`config.mk`:
```
export PLATFORM = sky130hd
export DESIGN_NAME = mux_sel_arbiter
export DESIGN_NICKNAME = d
export VERILOG_FILES = /design/src/rtl/mux_sel_arbiter.sv
export SDC_FILE = /design/constraint.sdc
export NUM_CORES = 1
export LEC_CHECK = 0
export BUFFER_PORTS_ARGS = -buffer_cell sky130_fd_sc_hd__buf_4
export CAP_MARGIN = 20
export CORE_MARGIN = 1
export CORE_UTILIZATION = 40
export CTS_CLUSTER_DIAMETER = 120
export DETAILED_ROUTE_END_ITERATION = 6
export HOLD_SLACK_MARGIN = 0.08
export SYNTH_ARGS = -nofsm -noshare
export SYNTH_HDL_FRONTEND = slang
export SYNTH_SLANG_ARGS = --single-unit
```
`constraint.sdc`:
```
create_clock -name clk -period 2.1 [get_ports clk]
set_input_delay 0.63 -clock clk [delete_from_list [all_inputs] [get_ports clk]]
set_output_delay 0.63 -clock clk [all_outputs]
set_load 0.02 [all_outputs]
```
`src/rtl/mux_sel_arbiter.sv`:
```
// mux_sel_arbiter: two-channel round-robin grant arbiter driving a 2:1 mux select
module mux_sel_arbiter #(
  parameter int MAX_HOLD = 4
) (
  input  logic       clk,
  input  logic       rst_n,
  input  logic       req0,
  input  logic       req1,
  output logic       gnt0,
  output logic       gnt1,
  output logic       s,
  output logic       busy,
  output logic [7:0] sw_cnt
);
  typedef enum logic [1:0] {IDLE, G0, G1} state_t;
  localparam logic [7:0] LIM = 8'(MAX_HOLD - 1);
  state_t     state, nxt, flip;
  logic [7:0] hold_cnt;
  logic       last, own, oth, at_lim;
  // next-state: ties in IDLE go to the channel not served last; a grant is kept
  // while its request stays high, unless the other side waits and the hold limit hit
  always_comb begin
    at_lim = hold_cnt == LIM;
    own = (state == G1) ? req1 : req0;
    oth = (state == G1) ? req0 : req1;
    flip = (state == G1) ? G0 : G1;
    nxt = state;
    if (state == IDLE)
      nxt = (req0 && req1) ? (last ? G0 : G1) : req0 ? G0 : req1 ? G1 : IDLE;
    else
      nxt = (own && !(oth && at_lim)) ? state : (oth ? flip : IDLE);
  end
  // state, registered grants/select, hold counter and handover counter
  always_ff @(posedge clk) begin
    if (!rst_n) begin
      state <= IDLE;
      gnt0 <= 1'b0;
      gnt1 <= 1'b0;
      s <= 1'b0;
      hold_cnt <= '0;
      sw_cnt <= '0;
      last <= 1'b1;
    end else begin
      state <= nxt;
      gnt0 <= nxt == G0;
      gnt1 <= nxt == G1;
      if (nxt != IDLE) s <= nxt == G1;
      if (nxt != IDLE && nxt != state) last <= nxt == G1;
      hold_cnt <= (nxt != state || nxt == IDLE) ? '0 : at_lim ? hold_cnt : hold_cnt + 8'd1;
      if (state != IDLE && nxt != IDLE && nxt != state) sw_cnt <= sw_cnt + 8'd1;
    end
  end
  assign busy = gnt0 | gnt1;
endmodule

```
Word level (Yosys, flattened, before mapping) --
Cells that the tools add are included.
Word-level totals: output and inout port bits 12, register bits after elaboration 22, word-level logic and storage cells 39, input bits 4
Operators by class: eq/ne operators 5, multiplexer cells 10, add/subtract/negate cells 2, reduce and logical (&&, ||, !) cells 13, bitwise gates (word level) 2
Operators by type and width (number):
- adder 8 x 1 -> 8 bit, second input constant | 2
- two-way mux 2 bit | 8
- equality test 8 x 2 -> 1 bit, second input constant | 1
- logical AND 1 bit | 6
- equality test 2 bit, second input constant | 2
- zero test 2 bit | 2
- nonzero test 2 bit | 2
- equality test 2 x 1 -> 1 bit, second input constant | 1
- two-way mux 1 bit | 2
- inequality test 2 bit | 1
- OR reduction 2 bit | 1
- zero test 1 bit | 1
- logical OR 1 bit | 1
- inverter 1 bit | 1
- OR 1 bit | 1

Depth between registers and ports, before layout --
depth after elaboration 10, mapped depth 7, depth with buffers taken out 7

Worst setup path before layout --
OpenSTA, ideal clock, no wires.
kind reg2reg, start point register hold_cnt[0], end point register sw_cnt[5], cell stages (with the launch flop) 7, period minus slack after synthesis 1.726 ns, path buffers 0, setup slack 0.374 ns, setup time 0.115 ns, arrival time 1.611 ns, cell sequence dfxtp_1 ha_1 nor4b_4 a21oi_4 nor4_1 xor2_1 and2_1
Between the ends: word-level cells in the longest chain between the ends 9
RTL lines:
- start, declared | RTL line 18 | logic [7:0] hold_cnt;
- start signal, assigned | RTL line 49 | hold_cnt <= (nxt != state || nxt == IDLE) ? '0 : at_lim ? hold_cnt : hold_cnt + 8'd1;
- equality test 8 x 2 -> 1 bit * | RTL line 23 | at_lim = hold_cnt == LIM;
- logical AND 1 bit * | RTL line 31 | nxt = (own && !(oth && at_lim)) ? state : (oth ? flip : IDLE);
- zero test 1 bit * | RTL line 31
- logical AND 1 bit * | RTL line 31
- two-way mux 2 bit * | RTL line 31
- two-way mux 2 bit * | RTL line 28 | if (state == IDLE)
- nonzero test 2 bit | RTL line 50 | if (state != IDLE && nxt != IDLE && nxt != state) sw_cnt <= sw_cnt + 8'd1;
- logical AND 1 bit | RTL line 50
- logical AND 1 bit * | RTL line 50
- end signal, assigned | RTL line 50
- end, declared | RTL line 13 | output logic [7:0] sw_cnt
Every way passes the cells marked *; elsewhere a longest branch is shown, timed or not. A chain may end at the register's enable or synchronous reset.

Worst setup path after layout --
start point register hold_cnt[0], end point register sw_cnt[7]
Same word-level chain as after synthesis.

==> metrics.txt <==
cts bufs inserted 3; cell count along the critical path 7; Ant. Diodes 0; met2 Usage GRT 26.9%; Final TNS setup 0 ns; met1 Track Usage GR between 20% and 30%; family with the most delay on the worst path simple AND/OR/NAND/NOR gates; global placement routability congestion 0.767; area leader, netlist dfxtp_1; Final Hold Fails 0; number of synthesis warnings 0; effective utilization at floorplan 42.4%; count of input and output buffers 15; layout cells sized above 1 22.6%; number of post-CTS setup repair buffers 0; post-cts hold buffer count 0; Async SR Flop Fraction 0%; Compound-Gate Fraction of Synth Area 10.6%; Area growth, synth to finish 18.6%; total of max-cap violations 0; worst-case setup margin in the final layout 0.210 ns; commonest non-fill, non-tap cell in the layout dfxtp_1; CTS H-tree lvls 1; clock sinks 22; Critical path destination sw_cnt[7]; net count reported at finish 144; number of vias per cell 5.20; met3 Resource Use GR about 3.4%; clock buffer depth 2; width of the chip 53.5 um; post-synthesis share of cell area spent on full adders, half adders and majority gates 2.36%; cell count after synthesis 117; Root Buffer Master clkbuf_4; highest-count cells in the layout ignoring fill and taps 22 x dfxtp_1, 17 x buf_4, 12 x nand2_1; Routed WL per cell about 12 um; overall track demand over capacity in global routing 17.1%; count of non-filler cells in the finished layout 167; critical path data arrival time between 2 and 2.5 ns; post-cts repair resize count 0; area inside the core boundary 2500 um^2; first drt pass iteration count 4; start of the worst register-to-register path hold_cnt[0]; Setup CP Type reg -> reg; peak supply drop 0.000362 V; Reg clk slew, reported paths 0.12 ns; most used flip-flop cell after synthesis dfxtp_1; die span in y approximately 54 um; critical path launch point type flop; number of primary I/O pins 16; remaining number of nets flagged by the antenna check after routing 0; main combinational cell family by area after synthesis simple AND/OR/NAND/NOR gates; Simple-Gate Fraction of Synth Area 32.5%; number of vias after detailed routing 868; fin crit share approximately nine tenths; slew at the pin with the worst max-slew slack 0.464 ns; Max FO, Critical Path 8; kind of path behind the tightest hold check reg -> reg; Buf/Inv on CP 1; global-route wire length before repair ~3.5 mm; clock tree from TritonCTS built; worst reg-to-reg path cell count 7; Seq cells post-synth 22; top cells by area, synth dfxtp_1 42%, xor2_1 8.3%, and2_1 5.3%; Fmax achieved 529 MHz; RSZ-0062 raised after global routing no; critical path, cell by cell ha_1 > nor4b_4 > buf_4 > a21oi_4 > nor4_1 > xor2_1 > and2_1; initial antenna violation count 0; post-synthesis instance area 1060 um^2; number of enable flip-flop cells after synthesis 0; start point of the critical path hold_cnt[0]; outcome finished clean; worst slew margin relative to its limit 68.9%; pin count of the biggest net entering global routing 15; post-route minimum period between 1.5 and 2 ns; power density over the cells 605 nW/um^2; share of Yosys cell area claimed by the top area cell type 41.5%; maximum cell stage delay along the critical path 0.42 ns; xor/xnor cell area share of the yosys netlist between 10 and 15%; final number of setup-violating endpoints 0; wire length after detailed routing approximately 2.0 mm; Detailed Route Iter0 Violations 11; endpoint of the worst register-to-register path sw_cnt[7]; Final Slew Violations 0; setup skew after layout 0.00248 ns; required time of the worst setup path 2.32 ns; portion of netlist area occupied by mux cells 0%; net count after synthesis 123; most used routing layer met2; synth unique cells 34; library cell contributing the largest single delay on the critical path dfxtp_1; DRC violations left 0; overall power after layout 761 uW; Detailed Place HPWL 1.45 mm; die footprint 2860 um^2; standard-cell rows 18; clock insertion delay at the later pin of the skew report about 0.30 ns; placed cell count roughly 160; part of the Yosys area used for sequential elements 41.5%; Worst Setup End Kind flop; cell leakage power approximately 0.52 nW; Post-Syn Area per Cell 9.07 um^2; setup slack on the worst flop-to-flop path 0.21 ns; dpl ws roughly 0.17 ns; remaining global-route overflow 0; vias in the first global route 800
-- power breakdown --
group | internal [mW] | leakage, nW | total (mW) | switching [mW]
combinational | 0.0362 | 0.324 | 0.0873 | 0.0511
sequential | 0.430 | 0.179 | 0.441 | 0.0118
clock | 0.106 | 0.0210 | 0.232 | 0.126
-- cells in the mapped netlist, types with 2 or more instances --
cell type   n
a21oi_1     5
and2_1      9
dfxtp_1    22
ha_1        2
inv_1       2
nand2_1    12
nand3_1     9
nor2_1     11
nor3b_1     2
nor4_1      3
nor4b_2     2
o21ai_0     4
xnor2_1     4
xor2_1     10
-- cell type report --
type	instances	area, um^2
sequential	22	440
inverter	3	11.3
clock buffer	4	36.3
tap	30	37.5
multi-input combinational	91	606
timing repair buffer	17	128
fill	237	1240
-- metrics by stage --
step                      hold slack, ns  area, um^2  utilization (%)
after floorplan                    0.477        1060                -
after global placement             0.486        1210             48.3
after detailed placement           0.493        1210             48.3
after CTS                          0.513        1240             49.7
after global routing               0.576        1260             50.4
final                              0.509        1260             50.4
-- cell families after synthesis --
logic type / Yosys count
compound gates: 16
buf+inv: 4
flops: 22
simple gates: 59
xor+xnor: 14
fa+ha+maj: 2
-- registers in the layout (all words and copies together) (netlist names) --
register,count
sw_cnt,8
gnt1,1
hold_cnt,8
gnt0,1
last,1
s,1
state,2
-- routing by layer --
metal	vias to the layer above	part of all wire, %
met2	17	45
met4	0	1.4
li1	445	-
met1	402	50
met3	4	3.4
met5	-	0
-- worst min-delay path by stage --
stage / end / cells after the start / start / slack [ns]
3_3_place_gp: s / 2 / s / 0.49
4_1_cts: s / 2 / s / 0.51
2_1_floorplan: hold_cnt[1] / 2 / hold_cnt[1] / 0.48
3_5_place_dp: s / 2 / s / 0.49
5_1_grt: s / 2 / s / 0.58
6_report: s / 2 / s / 0.51
-- worst register-to-register path: cells and delay by family, from the launching register on --
family / cells / cell delay (ns)
compound gates: 1 / 0.09
xor+xnor: 1 / 0.10
fa+ha+maj: 1 / 0.23
buf+inv: 1 / 0.18
flops: 1 / 0.42
simple gates: 3 / 0.79
No activity file was read; power rests on OpenSTA's default activity.
